### src/rtl/square_share_arbiter_if.sv
`default_nettype none
// ============================================================================
// Module   : square_share_arbiter_if
// Brief    : Request/response bundle between clients and square_share_arbiter.
// Revision : 1.0 - initial release
// ============================================================================
interface square_share_arbiter_if #(
    parameter int N    = 4,
    parameter int NREQ = 2
);
    localparam int IDW = (NREQ > 1) ? $clog2(NREQ) : 1;

    logic [NREQ-1:0]   req_valid;
    logic [NREQ-1:0]   req_ready;
    logic [NREQ*N-1:0] req_num;
    logic              rsp_valid;
    logic              rsp_ready;
    logic [2*N-1:0]    rsp_result;
    logic [IDW-1:0]    rsp_id;

    modport slave (
        input  req_valid, req_num, rsp_ready,
        output req_ready, rsp_valid, rsp_result, rsp_id
    );

    modport master (
        output req_valid, req_num, rsp_ready,
        input  req_ready, rsp_valid, rsp_result, rsp_id
    );
endinterface
`default_nettype wire

### src/rtl/square_share_arbiter.sv
`default_nettype none
// ============================================================================
// Module   : square_share_arbiter
// Brief    : Round-robin arbiter sharing one N-cycle shift-add squarer among
//            NREQ requesters. Define SQUARE_EARLY_EXIT_EN to stop the
//            iteration as soon as no set operand bits remain.
// Revision : 1.0 - initial release
// ============================================================================
module square_share_arbiter #(
    parameter int N    = 4,
    parameter int NREQ = 2
) (
    input  logic                   clk,
    input  logic                   rst_n,
    square_share_arbiter_if.slave  bus
);
    localparam int IDW = (NREQ > 1) ? $clog2(NREQ) : 1;
    localparam int CW  = (N > 1) ? $clog2(N) : 1;

    typedef enum logic [1:0] {
        S_IDLE = 2'd0,
        S_CALC = 2'd1,
        S_RESP = 2'd2
    } state_t;

    state_t           r_state;
    state_t           w_state_nxt;
    logic [N-1:0]     r_op;
    logic [2*N-1:0]   r_acc;
    logic [2*N-1:0]   r_result;
    logic [CW-1:0]    r_cnt;
    logic [IDW-1:0]   r_id;
    logic [IDW-1:0]   r_last_grant;

    logic [IDW-1:0]   w_grant;
    logic             w_grant_any;
    logic             w_accept;
    logic [NREQ-1:0]  w_ready;
    logic [N-1:0]     w_op_sel;
    logic [2*N-1:0]   w_addend;
    logic [2*N-1:0]   w_acc_nxt;
    logic [CW:0]      w_cnt_p1;
    logic             w_last_step;

    // Round-robin search starting just after the previous winner.
    always_comb begin
        int idx;
        idx         = 0;
        w_grant     = '0;
        w_grant_any = 1'b0;
        for (int k = 1; k <= NREQ; k++) begin
            idx = (int'(r_last_grant) + k) % NREQ;
            if (!w_grant_any && bus.req_valid[IDW'(idx)]) begin
                w_grant     = IDW'(idx);
                w_grant_any = 1'b1;
            end
        end
    end

    assign w_accept = (r_state == S_IDLE) && w_grant_any;

    // Ready is gated by rst_n so it reads zero while reset is held.
    always_comb begin
        w_ready = '0;
        if (rst_n && w_accept) begin
            w_ready[w_grant] = 1'b1;
        end
    end

    assign w_op_sel = bus.req_num[int'(w_grant)*N +: N];

    // One shift-add step: add op<<cnt when bit cnt of the operand is set.
    assign w_addend  = r_op[r_cnt] ? ({{N{1'b0}}, r_op} << r_cnt) : '0;
    assign w_acc_nxt = r_acc + w_addend;
    assign w_cnt_p1  = {1'b0, r_cnt} + (CW+1)'(1);

`ifdef SQUARE_EARLY_EXIT_EN
    assign w_last_step = (r_cnt == CW'(N-1)) || ((r_op >> w_cnt_p1) == '0);
`else
    assign w_last_step = (r_cnt == CW'(N-1));
`endif

    always_comb begin
        w_state_nxt = r_state;
        case (r_state)
            S_IDLE: if (w_grant_any)   w_state_nxt = S_CALC;
            S_CALC: if (w_last_step)   w_state_nxt = S_RESP;
            S_RESP: if (bus.rsp_ready) w_state_nxt = S_IDLE;
            default:                   w_state_nxt = S_IDLE;
        endcase
    end

    always_ff @(posedge clk or negedge rst_n) begin
        if (!rst_n) begin
            r_state <= S_IDLE;
        end else begin
            r_state <= w_state_nxt;
        end
    end

    always_ff @(posedge clk or negedge rst_n) begin
        if (!rst_n) begin
            r_op         <= '0;
            r_acc        <= '0;
            r_cnt        <= '0;
            r_result     <= '0;
            r_id         <= '0;
            r_last_grant <= IDW'(NREQ-1);
        end else begin
            if (w_accept) begin
                r_op         <= w_op_sel;
                r_id         <= w_grant;
                r_acc        <= '0;
                r_cnt        <= '0;
                r_last_grant <= w_grant;
            end else if (r_state == S_CALC) begin
                r_acc <= w_acc_nxt;
                r_cnt <= r_cnt + CW'(1);
                if (w_last_step) begin
                    r_result <= w_acc_nxt;
                end
            end
        end
    end

    assign bus.req_ready  = w_ready;
    assign bus.rsp_valid  = (r_state == S_RESP);
    assign bus.rsp_result = r_result;
    assign bus.rsp_id     = r_id;

endmodule
`default_nettype wire
### src/flat_wrapper.sv
// flat-port wrapper written by rule: the top's interface ports become plain ports
module square_share_arbiter_flat 
#(
    parameter int N    = 4,
    parameter int NREQ = 2
)
  (clk, rst_n, bus_req_valid, bus_req_num, bus_rsp_ready, bus_req_ready, bus_rsp_valid, bus_rsp_result, bus_rsp_id);
  square_share_arbiter_if #(.N(N), .NREQ(NREQ)) bus_i ();
  input  logic clk;
  input  logic rst_n;
  input wire logic [$bits(bus_i.req_valid)-1:0] bus_req_valid;
  input wire logic [$bits(bus_i.req_num)-1:0] bus_req_num;
  input wire logic [$bits(bus_i.rsp_ready)-1:0] bus_rsp_ready;
  output wire logic [$bits(bus_i.req_ready)-1:0] bus_req_ready;
  output wire logic [$bits(bus_i.rsp_valid)-1:0] bus_rsp_valid;
  output wire logic [$bits(bus_i.rsp_result)-1:0] bus_rsp_result;
  output wire logic [$bits(bus_i.rsp_id)-1:0] bus_rsp_id;
  assign bus_i.req_valid = bus_req_valid;
  assign bus_i.req_num = bus_req_num;
  assign bus_i.rsp_ready = bus_rsp_ready;
  assign bus_req_ready = bus_i.req_ready;
  assign bus_rsp_valid = bus_i.rsp_valid;
  assign bus_rsp_result = bus_i.rsp_result;
  assign bus_rsp_id = bus_i.rsp_id;
  square_share_arbiter #(.N(N), .NREQ(NREQ)) u_core (.clk(clk), .rst_n(rst_n), .bus(bus_i));
endmodule
### config.mk
export PLATFORM = sky130hd
export DESIGN_NAME = square_share_arbiter_flat
export DESIGN_NICKNAME = d
export VERILOG_FILES = /design/src/rtl/square_share_arbiter_if.sv /design/src/rtl/square_share_arbiter.sv /design/src/flat_wrapper.sv
export SDC_FILE = /design/constraint.sdc
export NUM_CORES = 1
export LEC_CHECK = 0
export BUFFER_PORTS_ARGS = -buffer_cell sky130_fd_sc_hd__buf_4
export CORE_ASPECT_RATIO = 1.5
export CORE_MARGIN = 2
export CORE_UTILIZATION = 59
export CTS_CLUSTER_SIZE = 14
export DETAILED_ROUTE_END_ITERATION = 8
export HOLD_SLACK_MARGIN = 0.08
export PLACE_DENSITY = 0.83
export REMOVE_ABC_BUFFERS = 1
export SLEW_MARGIN = 10
export SYNTH_ARGS = -nofsm -noshare
export SYNTH_HDL_FRONTEND = slang
export SYNTH_SLANG_ARGS = --single-unit
### constraint.sdc
create_clock -name clk -period 4.9 [get_ports clk]
set_input_delay 0.49 -clock clk [delete_from_list [all_inputs] [get_ports clk]]
set_output_delay 0.49 -clock clk [all_outputs]
set_load 0.03 [all_outputs]
==> flow_metrics.py, run 1 <==
metrics = {
    "detailed_routing": {
        "vias": 1161,
        "ant_nets": 0,
        "first_iter_violations": 34,
        "wl_per_cell_um": 13.86,
        "routed_via_density": 5.893,
        "wirelength_mm": 2.731,
        "dr.pass1.iters": 4,
        "remaining_drc_errors": 0,
    },
    "synthesis": {
        "synth_seq_area_share": 0.4635,
        "synth_common_cells": "26 x nand2_1, 25 x dfrtp_1, 23 x o21ai_0",
        "synth_area_leaders": "dfrtp_1 44%, o21ai_0 8.2%, ha_1 7.1%",
        "syn_area_um2": 1406,
        "synth_ff_type": "dfrtp_1",
        "synth_top_cell_by_area": "dfrtp_1",
        "yosysMostFrequentCell": "nand2_1",
        "netlist_instances": 153,
        "synth_top_cell_area_share": 0.4448,
        "synth_edf_count": 0,
        "syn_avg_cell_area_um2": 9.192,
        "ys_types": 30,
        "ys_warn_count": 0,
        "synth_seq_cells": 26,
        "synthArstFlopShare": 1.000,
    },
    "worst_setup_path": {
        "crit_family": "adder cells",
        "cp_num_buf_inv": 1,
        "worstPathMaxFanout": 10,
        "endpoint_kind": "flip-flop",
        "worstPathRequired_ns": 5.10,
        "cp-start-kind": "flip-flop",
        "max_stage_delay_ns": 0.51,
        "path_cells": "nor3b_1 -> ha_1 -> inv_1 -> fa_1 -> nor2b_4 -> o31a_1 -> o21a_1 -> o21a_1 -> o31ai_1",
        "crit_type": "reg2reg",
        "critical_path.slowest_cell": "dfrtp_1",
        "reg2reg_slack_ns": 2.61,
        "cpMostUsedCell": "o21a_1",
        "cp.arrival_ns": 2.49,
    },
    "sta": {
        "hold_viol": 0,
        "holdWs_ns": 0.3532,
        "slew_violations": 0,
        "finalCritPeriodShare": 0.4674,
        "slew_headroom": 0.5802,
        "finalSetupTns_ns": 0,
        "fmax_mhz": 436.6,
        "setup_viol": 0,
        "worst_pin_slew_ns": 0.6282,
        "rsz0062_at_grt": "no",
        "fin_worst_skew_ns": 0.004763,
        "min_period_ns": 2.290,
    },
    "clocking": {
        "clock_sinks": 26,
        "cts_tree": "done",
        "postCtsSetupBuffers": 0,
        "clk_pin_slew_ns": 0.14,
        "cts-root-buf": "clkbuf_4",
        "cts_buffers": 3,
        "clk_latency_ns": 0.32,
        "cts_buffer_depth": 2,
        "h-tree-depth": 1,
    },
    "layout": {
        "layout-drive-gt1-share": 0.1782,
        "antenna_cells": 0,
        "fin_nets": 197,
        "syn2layout_area_growth_pct": 15.75,
        "instances_no_fill": 197,
    },
    "flow_run": {
        "drv_cap": 0,
    },
    "pwr": {
        "pwr-share-comb": 0.508,
        "powerDensity_nw_per_um2": 634.0,
        "power.net_switching_w": 0.0004673,
        "power.leakage_nw": 0.7906,
        "switching_share": 0.4528,
        "clockPowerShare": 0.106,
        "p_seq_frac": 0.386,
        "vdd.ir_drop.worst_uv": 387.2,
        "power.internal_w": 0.0005647,
    },
    "min_path": {
        "hp-class": "in2reg",
    },
    "placed_design": {
        "placed_cells": 192,
        "place.gp.congestion": 0.9018,
        "place_hpwl_mm": 2.041,
        "io_buffers": 23,
    },
    "floorplan": {
        "pin_count": 25,
        "dieArea_um2": 2798,
        "die_w_um": 43.87,
        "die_h_um": 63.80,
        "fp-row-count": 21,
        "core-area_um2": 2260,
        "initial_core_util": 0.6224,
    },
    "global_route": {
        "antenna_found_initial": 0,
        "grt_pass1_vias": 1231,
        "grt_max_degree": 29,
        "grt-ovfl-total": 0,
        "grt_pass1_wl_mm": 4.871,
        "gr-usage-all-layers": 0.2253,
    },
    "outcome": {
        "status": "finished clean",
    },
}
metal layers:
layer | GRT usage | share of wire
met3 | 0.03107 | 0.047
met5 | 0 | 0
met1 | 0.2439 | 0.42
met4 | 0.1250 | 0.029
met2 | 0.4007 | 0.50
registers in the layout (all words and copies together), names as in the netlist:
name	cells
u_core.bus.rsp_result	8
u_core.r_acc	8
u_core.r_op	4
u_core.r_cnt	2
u_core.r_state	2
u_core.bus.rsp_id	1
u_core.r_last_grant	1
per-stage QoR:
stage,util,worst slack (ns),cell area (µm²),power [W]
floorplan,-,2.892,1380,0.0007664
global placement,0.6999,2.720,1582,0.0008952
detailed placement,0.6999,2.671,1582,0.0009267
CTS,0.7204,2.631,1628,0.001033
global route,0.7204,2.406,1628,0.001121
finish,0.7204,2.610,1628,0.001032
timing repair:
action                     in CTS  in global routing
gates resized for setup         0                  0
setup endpoints to repair       0                  0
hold endpoints to repair       25                  0
hold buffers                    1                  0
area by class of cell:
class | count | area [µm²]
inverter | 4 | 15.01
clock buffer | 4 | 36.28
multi-input combinational | 116 | 713.2
tap | 23 | 28.78
timing repair buffer | 24 | 182.7
sequential | 26 | 651.9
fill | 172 | 631.9
cell usage in the layout (no fill, tap or decap), types with 4 or more instances in the layout:
cell type	count
nand2_1	26
dfrtp_1	25
o21ai_0	23
buf_4	23
nand3_1	10
ha_1	8
nor2_1	6
a21oi_1	6
xor2_1	5
inv_1	4
o22ai_1	4
final timing paths:
path	endpoint	depth (start not counted)	start
min in group asynchronous	u_core.r_acc[1]$_DFFE_PN0P_	2	rst_n
worst max register to register	u_core.bus.rsp_result[6]$_DFFE_PN0P_	9	u_core.r_cnt[0]$_DFFE_PN0P_
worst min register to register	u_core.bus.rsp_result[7]$_DFFE_PN0P_	2	u_core.bus.rsp_result[7]$_DFFE_PN0P_
worst max-delay path	u_core.bus.rsp_result[6]$_DFFE_PN0P_	9	u_core.r_cnt[0]$_DFFE_PN0P_
worst min-delay path	u_core.r_state[1]$_DFFE_PN0P_	2	bus_rsp_ready
max in group asynchronous	u_core.r_last_grant$_DFFE_PN1P_	2	rst_n
power by group through the flow:
stage | Clock (W) | Sequential [W] | Combinational (W)
final | 0.000109 | 0.000398 | 0.000525
after global routing | 0.000118 | 0.000410 | 0.000594
after CTS | 0.000110 | 0.000397 | 0.000525
after detailed placement | 0 | 0.000403 | 0.000524
after global placement | 0 | 0.000395 | 0.000500
after floorplan | 0 | 0.000439 | 0.000327
worst register-to-register path: cells and delay by family, from the launching register on:
family	cells	cell delay, ns
adder cells (fa/ha/maj)	2	0.66
buffers and inverters	1	0.06
AO/OA/AOI/OAI	4	0.56
AND/OR/NAND/NOR	2	0.37
flip-flops	1	0.51
kinds of logic (layout without fill, tap and decap cells):
family / count (synthesis) / in the layout / synth area share
DFF: 26 / 26 / 0.4635
and+or+nand+nor: 54 / 54 / 0.1824
adders and majority gates: 9 / 9 / 0.08541
buffers and inverters: 11 / 32 / 0.02936
AOI/OAI and AO/OA: 45 / 45 / 0.1859
muxes: 2 / 2 / 0.01601
xor gates and xnor gates: 6 / 6 / 0.03737
(Power assumes the default switching activity.)
==> run 2, diff against run 1 <==
- ABC_AREA: default -> 1
- CORE_UTILIZATION: 59 -> 55
- PLACE_DENSITY: 0.83 -> 0.77
- clock period: 4.9 -> 2.15 ns (I/O delays scaled with it)
==> run 2 against run 1 <==
Largest power group unchanged. Largest cell class unchanged. Fmax rose by 9.5%. Critical path depth is 2 higher. Clock power grew to 3.7 times the previous value. Via count is 20% higher. Setup slack got worse by 2.6 ns. Non-clock buffer count increased by 1. Combinational power grew to 3.0 times the previous value. Clock-buffer cell count fell by 1. First-iteration DRC count up 47%.
==> flow_metrics.py, run 2 <==
metrics = {
    "outcome": {
        "status": "finished clean",
    },
    "global_route": {
        "grt_max_degree": 28,
        "gr-usage-all-layers": 0.2302,
        "grt_pass1_wl_mm": 5.520,
        "grt-ovfl-total": 0,
        "grt_pass1_vias": 1353,
        "antenna_found_initial": 0,
    },
    "worst_setup_path": {
        "worstPathMaxFanout": 8,
        "cp-start-kind": "flip-flop",
        "worstPathRequired_ns": 2.32,
        "cp.arrival_ns": 2.26,
        "endpoint_kind": "flip-flop",
        "crit_type": "reg2reg",
    },
    "layout": {
        "fin_nets": 252,
        "final_common_cell": "nand2_1",
        "layout-drive-gt1-share": 0.2707,
        "mostFrequentLayoutCells": "58 x nand2_1, 24 x inv_1, 24 x buf_4",
        "antenna_cells": 0,
        "final_util": 0.7223,
        "nFillCells": 212,
        "syn2layout_area_growth_pct": 24.60,
        "instances_no_fill": 266,
    },
    "synthesis": {
        "synth_seq_cells": 26,
        "synthAdderAreaFrac": 0.07742,
        "synth_edf_count": 0,
        "synth_top_family_by_area": "simple AND/OR/NAND/NOR gates",
        "synth_compound_area_frac": 0.1355,
        "synth-simple-area-share": 0.2855,
        "ys_warn_count": 0,
        "yosysMostFrequentCell": "nand2_1",
        "synth_common_cells": "61 x nand2_1, 25 x dfrtp_1, 25 x inv_1",
        "synth_top_cell_area_share": 0.4032,
        "synth_xor_area_frac": 0,
        "syn_area_um2": 1551,
        "syn_avg_cell_area_um2": 7.719,
        "synth_ff_type": "dfrtp_1",
        "synthArstFlopShare": 1.000,
        "netlist_instances": 201,
        "synth_seq_area_share": 0.4202,
        "synth_top_cell_by_area": "dfrtp_1",
        "synth_area_leaders": "dfrtp_1 40%, nand2_1 15%, ha_1 6.5%",
        "synthMuxAreaShare": 0,
        "ys_types": 27,
    },
    "detailed_routing": {
        "vias": 1399,
        "first_iter_violations": 50,
        "ant_nets": 0,
        "remaining_drc_errors": 0,
        "wirelength_mm": 3.503,
        "maxUsedRoutingLayer": "met4",
        "routed_via_density": 5.259,
        "wl_met2_mm": 1.966,
        "wl_met1_mm": 1.310,
        "dr.pass1.iters": 4,
        "wl_per_cell_um": 13.17,
        "dr_wl_met3_um": 141,
    },
    "sta": {
        "hold_viol": 0,
        "finalCritPeriodShare": 0.9726,
        "holdWs_ns": 0.1152,
        "min_period_ns": 2.091,
        "slew_violations": 0,
        "setup_viol": 0,
        "rsz0062_at_grt": "yes",
        "worst_pin_slew_ns": 0.3329,
        "fin_worst_skew_ns": 0.003947,
        "slew_headroom": 0.7781,
        "fmax_mhz": 478.2,
    },
    "floorplan": {
        "dieArea_um2": 3271,
        "pin_count": 25,
        "core-area_um2": 2676,
        "initial_core_util": 0.5797,
        "fp-row-count": 23,
        "die_h_um": 69.05,
        "die_w_um": 47.37,
    },
    "pwr": {
        "power.leakage_nw": 1.001,
        "powerDensity_nw_per_um2": 1488,
        "vdd.ir_drop.worst_uv": 1178,
    },
    "clocking": {
        "cts_buffers": 3,
        "cts_buffer_depth": 2,
        "h-tree-depth": 1,
        "clock_sinks": 26,
        "clk_latency_ns": 0.28,
        "clk_pin_slew_ns": 0.09,
        "cts-root-buf": "clkbuf_8",
        "cts_tree": "done",
    },
    "placed_design": {
        "placed_cells": 260,
        "place.gp.congestion": 0.8794,
        "place_hpwl_mm": 2.576,
        "io_buffers": 23,
    },
    "min_path": {
        "hp-class": "in2reg",
    },
    "flow_run": {
        "drv_cap": 0,
    },
}
## run 2: cell families after synthesis
kind of cell / count (synthesis)
flops: 26
simple gates: 98
buf+inv: 31
compound gates: 37
fa+ha+maj: 9
## run 2: path summary, 6_finish.rpt
| check | endpoint | start | cells past startpoint | slack (ns) |
|---|---|---|---|---|
| max | u_core.bus.rsp_result[5]$_DFFE_PN0P_ | u_core.r_cnt[0]$_DFFE_PN0P_ | 11 | 0.06 |
| min | u_core.r_state[1]$_DFFE_PN0P_ | bus_rsp_ready | 2 | 0.12 |
| max reg2reg | u_core.bus.rsp_result[5]$_DFFE_PN0P_ | u_core.r_cnt[0]$_DFFE_PN0P_ | 11 | 0.06 |
| min reg2reg | u_core.bus.rsp_result[7]$_DFFE_PN0P_ | u_core.bus.rsp_result[7]$_DFFE_PN0P_ | 2 | 0.49 |
| max in group asynchronous | u_core.r_last_grant$_DFFE_PN1P_ | rst_n | 2 | 1.48 |
| min in group asynchronous | u_core.bus.rsp_result[5]$_DFFE_PN0P_ | rst_n | 2 | 0.37 |
## run 2: metal layers
metal	global-route usage	up-vias
li1	-	700
met1	0.2410	650
met2	0.4219	42
met3	0.02356	7
met4	0.09568	0
met5	0	-
## run 2: power breakdown
| part | switching [W] | leakage (nW) | internal [W] |
|---|---|---|---|
| clock | 0.000159 | 0.0357 | 0.000249 |
| combinational | 0.00100 | 0.634 | 0.000584 |
| sequential | 0.000178 | 0.332 | 0.000704 |
## run 2: metrics by stage
stage | worst slack (ns) | TNS [ns] | area (µm²) | power (W)
after floorplan | 0.3133 | 0 | 1540 | 0.001889
after global placement | 0.1475 | 0 | 1759 | 0.002232
after detailed placement | 0.06863 | 0 | 1759 | 0.002291
after CTS | 0.01607 | 0 | 1841 | 0.002709
after global routing | -0.06163 | -0.1416 | 1933 | 0.003100
final | 0.05897 | 0 | 1933 | 0.002876
## run 2: timing repair
item	in CTS	in global routing
resized for setup	0	22
hold buffers	1	0
setup endpoints to repair	0	9
buffers inserted	0	1
hold endpoints to repair	25	0
## run 2: cell type report
type	count	area (µm²)	area share
repair buffers	25	190.2	0.09838
clock inverters	1	30.03	0.01553
multi-input cells	144	855.8	0.4427
clock buffers	3	41.29	0.02136
flip-flops and latches	26	654.4	0.3385
inverters	30	115.1	0.05955
well taps	37	46.29	0.02395
## run 2: worst max-delay path: stages (launching register included)
cell      delay, ns
dfrtp_2        0.47
inv_2          0.11
nand2_4        0.07
a21oi_4        0.19
nor2_2         0.08
nor2_2         0.19
ha_4           0.24
or2_4          0.25
nand3b_1       0.10
nand3_1        0.09
nand3_1        0.12
nand2_1        0.06
